==> config.mk <==
export PLATFORM = sky130hd
export DESIGN_NAME = times_timer
export DESIGN_NICKNAME = d
export VERILOG_FILES = /design/src/rtl/times_timer_pkg.sv /design/src/rtl/times_timer.sv
export SDC_FILE = /design/constraint.sdc
export NUM_CORES = 1
export LEC_CHECK = 0
export ABC_CLOCK_PERIOD_IN_PS = 2290
export CORE_ASPECT_RATIO = 0.9
export CORE_UTILIZATION = 58
export DETAILED_ROUTE_END_ITERATION = 10
export DONT_BUFFER_PORTS = 1
export HOLD_SLACK_MARGIN = 0.05
export PLACE_DENSITY_LB_ADDON = 0.08
export SYNTH_ARGS = -nofsm -noshare
export SYNTH_HDL_FRONTEND = slang
export SYNTH_SLANG_ARGS = --single-unit
==> constraint.sdc <==
create_clock -name CLK_I -period 2.29 [get_ports CLK_I]
set_input_delay 0.3435 -clock CLK_I [delete_from_list [all_inputs] [get_ports CLK_I]]
set_output_delay 0.3435 -clock CLK_I [all_outputs]
set_load 0.02 [all_outputs]
==> src/rtl/times_timer_pkg.sv <==
// Shared constants and types for the times_timer countdown peripheral:
// register word addresses, CTRL field positions and the FSM state encoding.
package times_pkg;

    // Word addresses decoded from ADD_I[3:2]
    localparam logic [1:0] ADDR_CTRL   = 2'd0;
    localparam logic [1:0] ADDR_PRESET = 2'd1;
    localparam logic [1:0] ADDR_COUNT  = 2'd2;
    localparam logic [1:0] ADDR_UNUSED = 2'd3;

    // CTRL field positions; only the low four bits are implemented
    localparam int CTRL_EN      = 0;
    localparam int CTRL_MODE_LO = 1;
    localparam int CTRL_MODE_HI = 2;
    localparam int CTRL_IM      = 3;
    localparam int CTRL_WIDTH   = 4;

    // Mode encoding; every value other than auto-reload behaves as one-shot
    localparam logic [1:0] MODE_ONESHOT = 2'd0;
    localparam logic [1:0] MODE_RELOAD  = 2'd1;

    // Timer sequencing states
    typedef enum logic [1:0] {
        IDLE = 2'd0,
        LOAD = 2'd1,
        CNT  = 2'd2,
        INT  = 2'd3
    } timer_state_t;

endpackage

==> src/rtl/times_timer.sv <==
// Memory-mapped 32-bit countdown timer with CTRL / PRESET / COUNT registers.
// Counts down from PRESET, raises a maskable level interrupt on expiry and
// either stops (one-shot) or reloads and restarts (auto-reload).
module times_timer
    import times_pkg::*;
(
    input  logic        CLK_I,
    input  logic        RST_I,
    input  logic [3:2]  ADD_I,
    input  logic        WE_I,
    input  logic [31:0] DAT_I,
    output logic [31:0] DAT_O,
    output logic        IRQ
);

    timer_state_t              state;
    timer_state_t              state_next;
    logic [CTRL_WIDTH-1:0]     ctrl;
    logic [CTRL_WIDTH-1:0]     ctrl_next;
    logic [31:0]               preset;
    logic [31:0]               preset_next;
    logic [31:0]               count;
    logic [31:0]               count_next;
    logic                      irq_flag;
    logic                      irq_flag_next;
    logic                      irq_set;
    logic                      reload_mode;

    assign reload_mode = (ctrl[CTRL_MODE_HI:CTRL_MODE_LO] == MODE_RELOAD);

    // Register all state; synchronous reset returns every register to zero
    always_ff @(posedge CLK_I) begin
        if (RST_I) begin
            state    <= IDLE;
            ctrl     <= '0;
            preset   <= '0;
            count    <= '0;
            irq_flag <= 1'b0;
        end else begin
            state    <= state_next;
            ctrl     <= ctrl_next;
            preset   <= preset_next;
            count    <= count_next;
            irq_flag <= irq_flag_next;
        end
    end

    // Next-state logic: hardware sequencing first, then bus writes layered on
    // top so a CTRL write beats the hardware Enable clear, and a fresh expiry
    // beats the write-side clear of irq_flag
    always_comb begin
        state_next    = state;
        ctrl_next     = ctrl;
        preset_next   = preset;
        count_next    = count;
        irq_flag_next = irq_flag;
        irq_set       = 1'b0;

        case (state)
            IDLE: begin
                if (ctrl[CTRL_EN]) begin
                    state_next = LOAD;
                end
            end
            LOAD: begin
                count_next = preset;
                state_next = CNT;
            end
            CNT: begin
                if (!ctrl[CTRL_EN]) begin
                    state_next = IDLE;
                end else if (count > 32'd1) begin
                    count_next = count - 32'd1;
                end else begin
                    count_next = '0;
                    irq_set    = 1'b1;
                    state_next = INT;
                end
            end
            INT: begin
                if (reload_mode) begin
                    irq_flag_next = 1'b0;
                    state_next    = LOAD;
                end else begin
                    ctrl_next[CTRL_EN] = 1'b0;
                    state_next         = IDLE;
                end
            end
            default: begin
                state_next = IDLE;
            end
        endcase

        if (WE_I) begin
            case (ADD_I)
                ADDR_CTRL: begin
                    ctrl_next     = DAT_I[CTRL_WIDTH-1:0];
                    irq_flag_next = 1'b0;
                end
                ADDR_PRESET: begin
                    preset_next   = DAT_I;
                    irq_flag_next = 1'b0;
                end
                default: begin
                end
            endcase
        end

        if (irq_set) begin
            irq_flag_next = 1'b1;
        end
    end

    // Combinational read mux; unimplemented CTRL bits and address 3 read as 0
    always_comb begin
        DAT_O = '0;
        case (ADD_I)
            ADDR_CTRL:   DAT_O = {{(32-CTRL_WIDTH){1'b0}}, ctrl};
            ADDR_PRESET: DAT_O = preset;
            ADDR_COUNT:  DAT_O = count;
            ADDR_UNUSED: DAT_O = '0;
            default:     DAT_O = '0;
        endcase
    end

    assign IRQ = ctrl[CTRL_IM] & irq_flag;

endmodule

# --- Yosys cells after proc, flatten, opt, wreduce, memory -nomap -nowiden ---
# Cells that the tools add are included.
# W data, S select, Z words.
totals:
  inputBits: 37
  out_inout_bits: 33
  regBits: 71
  wordCells: 48
classes:
  mux: 21
  order_cmp: 1
  addsub: 1
  n_eq_ne: 10
  bitwise_logic: 1
  reduce_logical: 8
ops:
  columns: ["operator", "n"]
  rows:
  - ["$pmux W32 S4", 1]
  - ["$mux W32", 2]
  - ["$pmux W32 S2", 1]
  - ["$gt A32 B1 Y1 const B", 1]
  - ["$sub A32 B1 Y32 const B", 1]
  - ["$mux W1", 13]
  - ["$eq A2 B2 Y1 const B", 4]
  - ["$pmux W2 S4", 1]
  - ["$reduce_and A2 Y1", 4]
  - ["$eq A2 B1 Y1 const B", 3]
  - ["$mux W2", 3]
  - ["$logic_not A2 Y1", 2]
  - ["$ne A2 B2 Y1 const B", 2]
  - ["$ne A3 B3 Y1 const B", 1]
  - ["$reduce_bool A2 Y1", 1]
  - ["$reduce_or A2 Y1", 1]
  - ["$and A1 B1 Y1", 1]

# --- Logic depth before layout (Yosys ltp) ---
# Gate-level depths: netlist (run 1).
logic_depth:
  word_depth: 6
  depth_mapped: 8
  depth_no_buf: 7

# --- Least setup slack after synthesis (run 1) ---
# Ideal clock, no wire load.
synth_path:
  kind: "reg2reg"
  startpoint: "register count[0]"
  endpoint: "register count[18]"
  path_stages_with_launch: 9
  required_ps: 2204
  arrival_ps: 2088
  setup_slack_ps: 117
  synth_period_minus_slack_ps: 2173
  cell_sequence: "dfxtp_1 > inv_1 > ha_1 > or3b_2 > or4_1 > clkbuf_1 > o31ai_1 > a21oi_1 > a211oi_1"
synth_via:
  elab_chain_cells: 4
  elab_cells_between_ends: 5
  classes_between: "1 x add/sub; 1 x order compare; 3 x mux"
synth_lines:
  columns: ["element", "line_no", "rtl"]
  rows:
  - ["from (decl)", "times_timer.sv:22", "logic [31:0] count;"]
  - ["from (signal assigned)", "times_timer.sv:43", "count <= count_next;"]
  - ["$sub A32 B1 Y32 or $gt A32 B1 Y1 (tied branches)", "times_timer.sv:73, times_timer.sv:72", null]
  - ["$mux W32 *", "times_timer.sv:72", "end else if (count > 32'd1) begin"]
  - ["$mux W32 *", "times_timer.sv:70", "if (!ctrl[CTRL_EN]) begin"]
  - ["$pmux W32 S2 *", "times_timer.sv:59", "case (state)"]
# Every way passes the cells marked *; elsewhere a longest branch is shown, timed or not. The select of a mux whose other input is x is not followed.
# A chain may end at the register's enable or synchronous reset.

# --- Final worst setup path (run 1) ---
layout_path:
  startpoint: "register count[12]"
  endpoint: "register count[27]"
# Same word-level chain as after synthesis.

==> flow_summary.toml, run 1 <==
[clock_network]
numCtsBuffers = 9
path_clk_slew_ns = 0.09
post-cts-setup-buffers = 0
numClockSinks = 71
clk_latency_ns = 0.35
cts_tree = "yes"
cts.htree.levels = 3
root_buffer = "clkbuf_8"
clockBufferDepth = 2

[die]
pin_count = 70
coreArea_um2 = 6691
die_area_um2 = 7416
start_util = 0.6133
die_x_um = 90.67
fp-row-count = 28
die_h_um = 81.80

[global_routing]
antenna_found_initial = 0
grt_pass1_vias = 3797
track_usage = 0.3426
grt_max_degree = 42
grt_pass1_wl_um = 19580
grt-ovfl-total = 0

[yosys]
netlist_instances = 556
synth_nets = 595
yosysTopAreaCellShare = 0.3463
yosys-top-cells-count = "nand2_1, a21oi_1, dfxtp_1"
synth.avg_cell_area_um2 = 7.381
synth_area_um2 = 4104
synth_most_common_cell = "nand2_1"
yosys-mux-area-fraction = 0.02226
yosysWarnings = 0
synth-xor-area-share = 0.004268
synth_edf_count = 0
async_flop_share = 0
ys_seq_area_frac = 0.3463
synth_top_family_by_area = "compound AO/OA/AOI/OAI gates"
yosys-top-cells-area = "dfxtp_1, nand2_1, a21oi_1"
synthAdderAreaFrac = 0.006098
synth_seq_cells = 71
synth_compound_area_frac = 0.3238
yosysTopAreaCell = "dfxtp_1"
synthSimpleGateAreaFrac = 0.2345
synth_cell_types = 50
synth-main-ff-cell = "dfxtp_1"

[timing]
fin_crit_ns = 2.175
final_max_slew_viol_count = 0
worstMarginPinSlew_ns = 1.113
hold_violations = 0
fmax_mhz = 459.7
min_period_over_period = 0.9499
final.setup.tns_ns = 0
fin_worst_skew_ns = 0.009608
rsz0062_at_grt = "no"
setup_viol = 0
slew_headroom = 0.2554

[placement]
dp_hpwl_um = 8373
gp_congestion = 0.9024
io_buffers = 0

[routing]
drt.antenna.violating_nets = 0
drtIter0Drc = 355
wl_per_cell_um = 19.50
routed_via_density = 6.716
vias = 4399
drt_pass1_iterations = 7
routed_wl_um = 12780
drcViolationCount = 0

[critical_path]
cp-end-kind = "flip-flop"
path_cells = "or4_4 > or3_1 > buf_4 > nor4_2 > mux2i_1 > a211oi_1"
cp_slowest_stage_delay_ns = 0.56
worst_ep_arrival_time_ns = 2.38
cp_slowest_cell = "or4_4"
setup.worst_path.start_class = "flip-flop"
critical_path_required_ns = 2.50
crit_fanout = 16
worstSetupPathType = "reg2reg"

[layout]
utilization = 0.6844
diodes = 0
layout-drive-gt1-share = 0.1363
area_growth_pct = 11.59
nets = 600

[power_and_ir_drop]
static-leakage-power_nw = 1.630
power_density_nw_per_um2 = 613.4
ir_drop_uv = 489.8

[run_status]
status = "finished, final reports clean"

[run]
cap_violations = 0

[worst_hold_path]
hp-class = "in2reg"
-- kinds of logic (layout without fill, tap and decap cells) --
kind of cell               Yosys count  in the layout
AOI/OAI and AO/OA                  208            208
xor gates and xnor gates             2              2
adders and majority gates            2              2
buffers and inverters               63             72
DFF                                 71             71
muxes                                9              9
and+or+nand+nor                    201            201
-- per-stage QoR --
step           hold WS [ns]  std cells  setup slack (ns)  cell area (um^2)  power, mW
2_1_floorplan        0.4459        556            0.1169              4104      1.656
3_3_place_gp         0.4182        637            0.1740              4345      1.769
3_5_place_dp         0.4198        637           0.09405              4345      1.781
4_1_cts             0.05007        654           0.07588              4561      2.789
5_1_grt             0.05318        655          0.003463              4579      2.908
6_report            0.06087        655            0.1146              4579      2.809
-- registers in the layout, summed over array words and instances, names as in the netlist --
name and count:
count 32, preset 32, ctrl 4, state 2, irq_flag 1
-- power by group --
group / internal (mW) / total (mW) / switching (mW)
logic: 0.184 / 0.486 / 0.302
registers: 1.27 / 1.30 / 0.0366
clock network: 0.504 / 1.02 / 0.516
-- repair_timing --
item / in CTS / in global routing
resized for setup: 0 / 2
setup endpoints to repair: 0 / 1
endpoints found under the hold margin: 26 / 16
hold buffers: 2 / 1
-- cells in the final DEF (no fill, tap or decap), types with 3 or more instances in the layout --
cell	n
a211oi_1	22
a21oi_1	71
a221oi_1	9
a22o_1	29
a31oi_1	3
buf_4	41
clkbuf_8	9
dfxtp_1	71
dlygate4sd3_1	3
inv_1	12
mux2i_1	8
nand2_1	102
nand2b_1	5
nand3_1	11
nand4_1	3
nor2_1	29
nor3_1	8
nor4_1	13
nor4_2	4
o21ai_0	46
o21ai_1	4
o31a_1	5
o31ai_1	5
or3_1	4
or4_1	5
or4_4	4
-- worst paths after layout --
path              from         end  slack [ns]  cells past startpoint
min reg2reg  preset[7]   preset[7]        0.48                      2
max          count[12]   count[27]        0.11                      6
max reg2reg  count[12]   count[27]        0.11                      6
min              RST_I  preset[20]        0.06                      1
-- layer usage --
metal	track usage	wire (um)	vias to the layer above
met5	0	0	-
met4	0.09839	172	0
met3	0.09352	1493	25
met2	0.5348	5597	230
met1	0.4658	5512	2096
li1	-	-	2048
-- area by class of cell --
cell class	instances	area, um^2
Sequential cell	71	1421
Multi-Input combinational cell	422	2447
Fill cell	587	2112
Tap cell	90	112.6
Clock inverter	6	71.32
Inverter	12	45.04
Clock buffer	9	123.9
Timing Repair Buffer	45	357.8
-- worst max-delay path: cells and delay by family, from the launching register on --
kind	cells	cell delay, ns
AND/OR/NAND/NOR	3	1.19
flip-flops	1	0.32
multiplexers	1	0.22
buffers and inverters	1	0.20
AO/OA/AOI/OAI	1	0.09
(Power assumes the default switching activity.)
==> run 2: changes to the inputs <==
--- a/config.mk
+++ b/config.mk
@@ -12,6 +12,7 @@
 export DONT_BUFFER_PORTS = 1
 export HOLD_SLACK_MARGIN = 0.05
 export PLACE_DENSITY_LB_ADDON = 0.08
+export SETUP_SLACK_MARGIN = 0.4
 export SYNTH_ARGS = -nofsm -noshare
 export SYNTH_HDL_FRONTEND = slang
 export SYNTH_SLANG_ARGS = --single-unit
==> run 2 against run 1 <==
Utilization is 12 points higher. Die area unchanged. Critical endpoint is now state[0]. Hold slack got worse by 0.013 ns. Largest cell class unchanged. Largest power group unchanged.
==> flow_summary.toml, run 2 (synthesis results as in run 1) <==
[run_status]
status = "finished, final reports clean"

[die]
coreArea_um2 = 6691
die_x_um = 90.67
fp-row-count = 28
die_h_um = 81.80
die_area_um2 = 7416
pin_count = 70
start_util = 0.6133

[routing]
drtIter0Drc = 452
drt_pass1_iterations = 5
routed_wl_um = 14340
vias = 4736
wl_per_cell_um = 20.84
drt.antenna.violating_nets = 0
routed_via_density = 6.884
drcViolationCount = 0

[power_and_ir_drop]
p_sw_frac = 0.3069
ir_drop_uv = 449.4
p_clk_frac = 0.355
static-leakage-power_nw = 1.929
power_density_nw_per_um2 = 586.0
internal_power_mw = 2.173
pwr-share-comb = 0.232
p_seq_frac = 0.414
switchingPower_mw = 0.9623

[timing]
fmax_mhz = 468.9
final.setup.tns_ns = 0
hold_violations = 0
worstMarginPinSlew_ns = 0.8434
slew_headroom = 0.4359
final_max_slew_viol_count = 0
rsz0062_at_grt = "yes"
setup_viol = 0
fin_crit_ns = 2.133
fin_worst_skew_ns = 0.01318
min_period_over_period = 0.9314

[global_routing]
antenna_found_initial = 0
grt_pass1_wl_um = 20880
grt_max_degree = 37
grt_pass1_vias = 4224
track_usage = 0.3588
grt-ovfl-total = 0

[critical_path]
worstSetupPathType = "reg2reg"
setup.worst_path.start_class = "flip-flop"
cp-startpoint = "count[17]"
path_cells = "or4_4 > nor4_4 > buf_4 > nand3_2 > a211o_1 > a21oi_1"
crit_fanout = 4
worst_ep_arrival_time_ns = 2.41
critical_path_required_ns = 2.57
cp-end-kind = "flip-flop"
r2r_start = "count[17]"
cp_slowest_cell = "or4_4"
cp_slowest_stage_delay_ns = 0.57

[layout]
regArea_um2 = 1444
mostFrequentLayoutCell = "nand2_1"
design_area_um2 = 5350
diodes = 0
final_cell_mix = "nand2_1, a21oi_1, buf_4, dfxtp_1, o21ai_0"
nets = 632
multi_input_area_um2 = 2874
reg_top3 = "count x32, preset x32, ctrl x4"
layout-drive-gt1-share = 0.2960
area_growth_pct = 30.37
num-fill-cells = 450

[worst_hold_path]
worstHoldStart = "RST_I"
hp-class = "in2reg"

[clock_network]
cts_tree = "yes"
clockBufferDepth = 2
root_buffer = "clkbuf_8"
path_clk_slew_ns = 0.08
numCtsBuffers = 9
numClockSinks = 71
cts.htree.levels = 3
clk_latency_ns = 0.37

[placement]
io_buffers = 0
dp_hpwl_um = 7913
gp_congestion = 0.8734
place_area_um2 = 4463

[run]
cap_violations = 0
-- run 2: changes by cell type in the layout (fill, tap and decap cells not counted), moves of 10 or more --
| cell | delta |
|---|---|
| buf_4 | +19 |
| a211oi_1 | -15 |
| nor4_1 | -10 |
| a211oi_2 | +15 |
| dfxtp_1 | -12 |
-- run 2: path summary, 6_finish.rpt --
| check | cells past startpoint | slack, ns | to |
|---|---|---|---|
| max | 6 | 0.16 | state[0] |
| min | 1 | 0.05 | count[0] |
| max reg2reg | 6 | 0.16 | state[0] |
| min reg2reg | 2 | 0.47 | preset[21] |
-- run 2: per-stage QoR --
step / instances / util / hold slack, ns / setup slack, ns / power (mW)
3_5_place_dp: 638 / 0.6670 / 0.4200 / 0.08948 / 1.824
2_1_floorplan: 556 / - / 0.4459 / 0.1909 / 1.710
5_1_grt: 688 / 0.7996 / 0.04467 / 0.08772 / 3.234
6_report: 688 / 0.7996 / 0.04785 / 0.1571 / 3.135
3_3_place_gp: 638 / 0.6670 / 0.4167 / 0.1408 / 1.812
4_1_cts: 672 / 0.7407 / 0.05020 / 0.2339 / 3.018
-- run 2: worst max-delay path, delay by kind of cell (launching register included) --
family / cells / cell delay (ns)
and+or+nand+nor: 3 / 1.12
DFF: 1 / 0.33
AOI/OAI and AO/OA: 2 / 0.41
buffers and inverters: 1 / 0.18
-- run 2: power groups by stage --
stage	combinational, mW	clock [mW]	sequential (mW)
6_report	0.727	1.11	1.30
5_1_grt	0.771	1.16	1.30
2_1_floorplan	0.394	0	1.32
4_1_cts	0.615	1.11	1.30
3_5_place_dp	0.498	0	1.33
3_3_place_gp	0.487	0	1.32
-- run 2: per-layer routing --
metal,global-route usage,share of wire,wire [um],vias up
li1,-,-,-,2103
met1,0.4438,0.39,5592,2227
met2,0.5902,0.47,6690,343
met3,0.08981,0.10,1488,63
met4,0.1790,0.039,566,0
met5,0,0,0,-
-- run 2: timing repair --
item / in CTS / in global routing
cloned: 1 / 1
endpoints found under the setup margin: 35 / 34
pin swaps: 13 / 27
resized for setup: 40 / 55
hold buffers: 3 / 6
buffers inserted: 14 / 9
endpoints found under the hold margin: 36 / 16
-- run 2: area by class of cell --
type                       count  share of cell area
clock buffer                  12             0.03087
clock inverter                 4            0.009588
inverter                      12            0.008419
multi-input combinational    422              0.5372
sequential                    71              0.2699
tap                           90             0.02105
timing repair buffer          77              0.1230
